**config.mk**
```make
export PLATFORM = sky130hd
export DESIGN_NAME = pc_fetch_unit
export DESIGN_NICKNAME = d
export VERILOG_FILES = /design/src/rtl/pc_fetch_unit.sv
export SDC_FILE = /design/constraint.sdc
export NUM_CORES = 1
export LEC_CHECK = 0
export ABC_CLOCK_PERIOD_IN_PS = 2000
export BUFFER_PORTS_ARGS = -buffer_cell sky130_fd_sc_hd__buf_2
export CORE_ASPECT_RATIO = 2
export CORE_MARGIN = 10
export CORE_UTILIZATION = 42
export DETAILED_ROUTE_END_ITERATION = 10
export PLACE_DENSITY = 0.76
export SYNTH_ARGS = -nofsm -noshare
export SYNTH_HDL_FRONTEND = slang
export SYNTH_SLANG_ARGS = --single-unit
```
**constraint.sdc**
```tcl
create_clock -name Clk -period 2 [get_ports Clk]
set_input_delay 0.1 -clock Clk [delete_from_list [all_inputs] [get_ports Clk]]
set_output_delay 0.1 -clock Clk [all_outputs]
set_load 0.1 [all_outputs]
```
**src/rtl/pc_fetch_unit.sv**
```systemverilog
// rtl/pc_fetch_unit.sv - program counter owner and instruction fetch front end (optional PC_MISALIGN_TRAP_EN)
module pc_fetch_unit #(
    parameter int                ADDR_W   = 32,
    parameter int                DATA_W   = 32,
    parameter logic [ADDR_W-1:0] RESET_PC = '0
) (
    input  logic              Clk,
    input  logic              Reset_n,
    input  logic [ADDR_W-1:0] PCAddResult,
    output logic [ADDR_W-1:0] PCResult,
    input  logic              BranchTaken,
    input  logic [ADDR_W-1:0] BranchTarget,
    input  logic              Stall,
    output logic              ImemReq,
    input  logic              ImemAck,
    input  logic [DATA_W-1:0] ImemData,
    output logic [DATA_W-1:0] Instruction,
    output logic [ADDR_W-1:0] InstrPC,
    output logic              InstrValid
`ifdef PC_MISALIGN_TRAP_EN
    ,
    output logic              MisalignErr
`endif
);

    typedef enum logic [1:0] {
        ST_IDLE = 2'd0,
        ST_REQ  = 2'd1,
        ST_HOLD = 2'd2
    } state_t;

    state_t            state_q;
    logic [ADDR_W-1:0] pc_q;
    logic [ADDR_W-1:0] instr_pc_q;
    logic [DATA_W-1:0] instr_q;
    logic              valid_q;
    logic              trap_q;
    logic [ADDR_W-1:0] branch_tgt;
    logic              slot_free;

`ifdef PC_MISALIGN_TRAP_EN
    logic misalign;
    assign misalign    = |BranchTarget[1:0];
    assign branch_tgt  = BranchTarget;
    assign MisalignErr = trap_q;
`else
    // Without the trap, a misaligned target is silently word-aligned.
    assign branch_tgt  = BranchTarget & ~ADDR_W'(3);
    assign trap_q      = 1'b0;
`endif

    // The IF/ID slot can take a new word if it is empty or being drained now.
    assign slot_free = !valid_q || !Stall;

    // Request follows Stall in the same cycle so a stalled full slot never sees an ack.
    assign ImemReq = (state_q == ST_REQ) && slot_free;

    assign PCResult    = pc_q;
    assign Instruction = instr_q;
    assign InstrPC     = instr_pc_q;
    assign InstrValid  = valid_q;

    // Fetch FSM: branch redirect beats everything, then capture, hold and drain.
    always_ff @(posedge Clk or negedge Reset_n) begin
        if (!Reset_n) begin
            state_q    <= ST_IDLE;
            pc_q       <= RESET_PC;
            instr_q    <= '0;
            instr_pc_q <= '0;
            valid_q    <= 1'b0;
`ifdef PC_MISALIGN_TRAP_EN
            trap_q     <= 1'b0;
`endif
        end else if (trap_q) begin
            // A trapped unit parks in HOLD until the next reset.
            state_q <= ST_HOLD;
            valid_q <= 1'b0;
        end else if (BranchTaken) begin
            valid_q <= 1'b0;
`ifdef PC_MISALIGN_TRAP_EN
            if (misalign) begin
                trap_q  <= 1'b1;
                state_q <= ST_HOLD;
            end else begin
                pc_q    <= branch_tgt;
                state_q <= ST_REQ;
            end
`else
            pc_q    <= branch_tgt;
            state_q <= ST_REQ;
`endif
        end else begin
            case (state_q)
                ST_IDLE: state_q <= ST_REQ;
                ST_REQ: begin
                    if (!slot_free) begin
                        state_q <= ST_HOLD;
                    end else if (ImemAck) begin
                        instr_q    <= ImemData;
                        instr_pc_q <= pc_q;
                        valid_q    <= 1'b1;
                        pc_q       <= PCAddResult;
                    end else begin
                        // slot_free with no capture: any held entry is drained this edge.
                        valid_q <= 1'b0;
                    end
                end
                ST_HOLD: begin
                    if (!Stall) begin
                        state_q <= ST_REQ;
                        valid_q <= 1'b0;
                    end
                end
                default: state_q <= ST_IDLE;
            endcase
        end
    end

endmodule
```
; ---- Word-level counts from Yosys, hierarchy flattened
; Cells that the tools add are included.
[word_totals]
out_inout_bits = 98
input_bits = 101
reg_bits = 99
word_cells = 37
[op_classes]
eq_ne = 5
reduce_logical = 13
n_mux = 13
bitwise = 1
[op_table]
columns = op, n
row1 = 32-bit 2-to-1 mux, 4
row2 = "3-bit != test, second input constant", 3
row3 = 2-bit 2-to-1 mux, 3
row4 = 2-bit one-hot mux with 3 select lines, 1
row5 = 3-bit AND reduction, 2
row6 = 2-bit nonzero test, 3
row7 = 1-bit 2-to-1 mux, 4
row8 = 4-bit AND reduction, 1
row9 = 3-bit nonzero test, 1
row10 = "2-bit by 1-bit equality test with 1-bit output, second input constant", 1
row11 = "2-bit equality test, second input constant", 1
row12 = 1-bit zero test, 2
row13 = 2-bit zero test, 1
row14 = 1-bit one-hot mux with 2 select lines, 1
row15 = 2-bit AND reduction, 1
row16 = 1-bit logical AND, 1
row17 = 1-bit logical OR, 1
row18 = 1-bit NOT, 1

; ---- Longest topological paths before layout
[logic_depth]
ltp_word = 5
ltp_mapped = 5
depth_no_buf = 3

; ---- Least setup slack after synthesis
; No wires, ideal clock.
[synth_timing]
kind = register to output
from = register valid_q, in the netlist InstrValid
to = output ImemReq
path_buffers = 2
arrival_ps = 2722
required_ps = 1900
path_slack_ps = -822
path_stages_with_launch = 5
path_cell_list = dfrtp_1 > and2_1 > clkbuf_1 > buf_1 > nor2_1
[synth_between]
elab_chain_len = 3
[synth_rtl]
columns = item, line
row1 = start: declaration, 36  ; logic valid_q;
row2 = start signal: assignment, 70  ; valid_q <= 1'b0;
row3 = start signal: assignment, 77  ; valid_q <= 1'b0;
row4 = start signal: assignment, 79  ; valid_q <= 1'b0;
row5 = 1-bit zero test, 53  ; assign slot_free = !valid_q || !Stall;
row6 = 1-bit logical OR, 53
row7 = 1-bit logical AND, 56  ; assign ImemReq = (state_q == ST_REQ) && slot_free;
row8 = end: declaration, 14  ; output logic ImemReq,
; Every way passes these cells.

; ---- Worst setup path after layout
[layout_timing]
from = register state_q[0]
to = register instr_pc_q[23], in the netlist InstrPC[23]
[layout_between]
elab_chain_len = 2
[layout_rtl]
columns = item, line
row1 = start: declaration, 32  ; state_t state_q;
row2 = start signal: assignment, 66  ; state_q <= ST_IDLE;
row3 = start signal: assignment, 76  ; state_q <= ST_HOLD;
row4 = start signal: assignment, 90  ; state_q <= ST_REQ;
row5 = 2-bit by 1-bit equality test with 1-bit output, 93  ; case (state_q)
row6 = 4-bit AND reduction (no line), --
row7 = end signal: assignment, 100  ; instr_pc_q <= pc_q;
row8 = end: declaration, 34  ; logic [ADDR_W-1:0] instr_pc_q;
; Every way passes these cells.
; A chain may end at the register's enable or synchronous reset.

==> key figures <==
Power
  – Sw Pwr: around 0.0046 W
  – Seq pwr share: 30.4%
  – Internal Power: roughly 0.0040 W
  – Sw frac: a little over half
  – VDD IR max: just under 0.8 mV
  – PwrDens: around 1400 mW/mm^2
  – P_leak: about 2.9 nW
  – Clk pwr share: between 10% and 20%
  – Comb pwr share: a little over 50%

Placed design
  – Post-place setup slack: roughly 0.19 ns
  – Placed insts: 651
  – Routability cong.: between 0.8 and 0.9
  – PortBufs: 196
  – Detail Placement HPWL: 10,060 um

Global route
  – Initial antenna violation count: 6
  – Gr ovfl total: 0
  – Largest net degree at the start of global routing: between 60 and 70
  – Vias in the first global route: 4,149
  – Global-route usage over all layers: approximately 18%
  – Global-route wire length before repair: approximately 22,000 um

Drt
  – Post-Route WL: around 14,000 um
  – Pre-antenna DRT Iters: 4
  – DR DRC count: 0
  – Total number of vias: between 3,000 and 4,000
  – DR vias/cell: between 5 and 6
  – Antenna-violating nets left: 0
  – Routed len/inst: 20.39 um
  – DRT iter0 DRCs: 120

Die
  – # rows: 52
  – Die height: about 160 um
  – Initial cell density of the core: 42.96%
  – # IOs: slightly below 200
  – Core Box Area: ~0.010 sq mm
  – Overall die area: 0.01510 sq mm
  – Die width: 92.05 um

Timing
  – Worst hold margin: 0.01247 ns
  – Final hold vios: 0
  – Period utilization: between 80% and 90%
  – Slew Limit Fails: 0
  – RSZ-0062 raised after global routing: false
  – Tmin final: 1.771 ns
  – Fmax: roughly 0.56 GHz
  – Layout Skew: between 0.008 and 0.009 ns
  – Slew headroom: between 60% and 70%
  – Final setup viols: 0
  – Final setup margin: 0.2285 ns
  – Worst Max-Slew Pin Slew: between 0.5 and 0.6 ns

Synthesis
  – Synth warn: 0
  – Post-synthesis sequential area ratio: 56.81%
  – FF+latch count, synth: 99
  – Avg Inst Size Synth: around 13 sq um
  – Area contributors post-synth: dfrtp_1 (57%), mux2_1 (13%), a41oi_1 (6.0%), o31ai_1 (5.5%), nor2b_1 (4.6%)
  – Yosys top cell area share: a little under three fifths
  – Synth cell count leaders: dfrtp_1 (99), mux2_1 (51), a21oi_1 (33)
  – Synth area leader: dfrtp_1
  – Post-synth EDFFs: 0
  – Synthesized Nets: roughly 440
  – Post-synth cell types: 24
  – Syn Std Cell Area: roughly 0.0044 sq mm
  – Most repeated cell in the gate-level netlist after synthesis: dfrtp_1
  – Ys async rst share: 100.0%
  – Ys flop type: dfrtp_1
  – Synth Instances: between 300 and 400

Worst setup path
  – Worst path cell trace: nand2b_2 -> nor4_4 -> buf_4 -> mux2_1
  – Crit path launch type: flop
  – CP endpoint kind: flop
  – CP max stage delay: 0.48 ns
  – CP max FO: 18
  – Critical-path top delay cell: dfrtp_1
  – Data required, critical path: ~2.2 ns
  – Kind of critical path: reg -> reg
  – Worst EP arrival: around 2 ns

Clock tree
  – Num Clock Sinks: 99
  – CTS max path bufs: 2
  – TritonCTS clock tree: done
  – H-tree levels: 3
  – Post-CTS Setup Inserts: 0
  – Total CTS buffers: 9
  – Root buf cell: clkbuf_16
  – Clock transition at the registers of the reported paths: roughly 0.070 ns
  – PostCTS Resize Cnt: 0
  – Clock Latency Late Sink: roughly 0.34 ns

Layout
  – # fillers: roughly 840
  – Layout cell share with drive strength beyond 1: roughly 45%
  – Synth-to-layout area growth: 41.52%
  – Non-Filler Instances: 706
  – Fin nets: between 600 and 700

Outcome
  – Status: completed

Job
  – Max-cap viol count: 0

Hold path
  – Min-Delay Path Class: in -> reg
worst max-delay path, delay by kind of cell (launching register included):
family,cells,cell delay (ns)
AND/OR/NAND/NOR,2,0.44
buffers and inverters,1,0.35
flip-flops,1,0.48
multiplexers,1,0.37
sequential cells by signal (all words and copies together), names as in the netlist:
signal and cells:
InstrPC 32, InstrValid 1, Instruction 32, PCResult 32
state_q 2
kinds of logic after synthesis:
kind of cell	synth area share [%]
and+or+nand+nor	6.227
muxes	16.76
buffers and inverters	4.160
AOI/OAI and AO/OA	16.04
DFF	56.82
cell usage in the layout (no fill, tap or decap):
master / instances
buf_4: 13
clkinv_4: 4
and2_4: 1
nor2b_2: 1
inv_8: 2
nor4_4: 1
diode_2: 5
nor2b_1: 31
nor3b_1: 1
a2bb2oi_1: 1
nand2_1: 1
dfrtp_1: 98
dfrtp_4: 1
clkbuf_16: 9
nand4_1: 2
nor2_1: 1
mux2_1: 41
clkbuf_1: 1
a22oi_1: 1
or2_2: 1
mux2_2: 13
buf_12: 3
inv_2: 1
a41oi_1: 30
dlygate4sd3_1: 34
mux2_4: 10
mux2i_1: 1
o31ai_1: 32
nand2b_2: 1
nor2_2: 1
a21o_1: 2
buf_2: 194
a21oi_1: 33
layer usage:
layer  vias up  track usage (%)  wire [um]
met5         -                0         13
met4         2            9.732        452
met3        28            4.481        815
met2       142            33.19       7869
met1      1857            18.81       5242
li1       1718                -          -
layout make-up:
type / instances / area [sq um] / area share (%)
tap: 135 / 168.9 / 2.737
clock inverter: 6 / 57.56 / 0.9327
timing repair buffer: 244 / 1469 / 23.80
inverter: 1 / 3.754 / 0.06083
sequential: 99 / 2481 / 40.21
clock buffer: 10 / 229.0 / 3.710
antenna: 5 / 12.51 / 0.2028
multi-input combinational: 206 / 1749 / 28.35
metrics by stage:
step	power (W)	setup TNS [ns]	area (sq um)	util, %
finish	0.008596	0	6171	60.80
global route	0.008885	0	6168	60.77
CTS	0.008644	0	6148	60.58
detailed placement	0.006945	0	5532	54.50
global placement	0.006866	0	5532	54.50
floorplan	0.006126	-5.147	4417	-
power groups by stage:
stage	Clock [W]	Combinational [W]	Sequential, W
floorplan	0	0.000590	0.00554
global placement	0	0.00425	0.00261
detailed placement	0	0.00430	0.00265
CTS	0.00168	0.00435	0.00261
global route	0.00177	0.00445	0.00266
finish	0.00165	0.00433	0.00262
worst paths after layout:
check	start	end	slack, ns	cells past startpoint
worst max-delay path	state_q[0]$_DFFE_PN0P_	InstrPC[23]$_DFFE_PN0P_	0.23	4
min in group asynchronous	Reset_n	Instruction[23]$_DFFE_PN0P_	0.29	2
worst min register to register	InstrPC[19]$_DFFE_PN0P_	InstrPC[19]$_DFFE_PN0P_	0.48	1
worst max register to register	state_q[0]$_DFFE_PN0P_	InstrPC[23]$_DFFE_PN0P_	0.23	4
max in group asynchronous	Reset_n	PCResult[14]$_DFFE_PN0P_	1.00	3
worst min-delay path	BranchTarget[28]	PCResult[28]$_DFFE_PN0P_	0.01	3
repair_timing:
item | in CTS | in global routing
hold buffers | 33 | 1
endpoints found under the setup margin | 0 | 0
endpoints found under the hold margin | 74 | 1
Note: power is estimated with default switching activity, not from simulation.
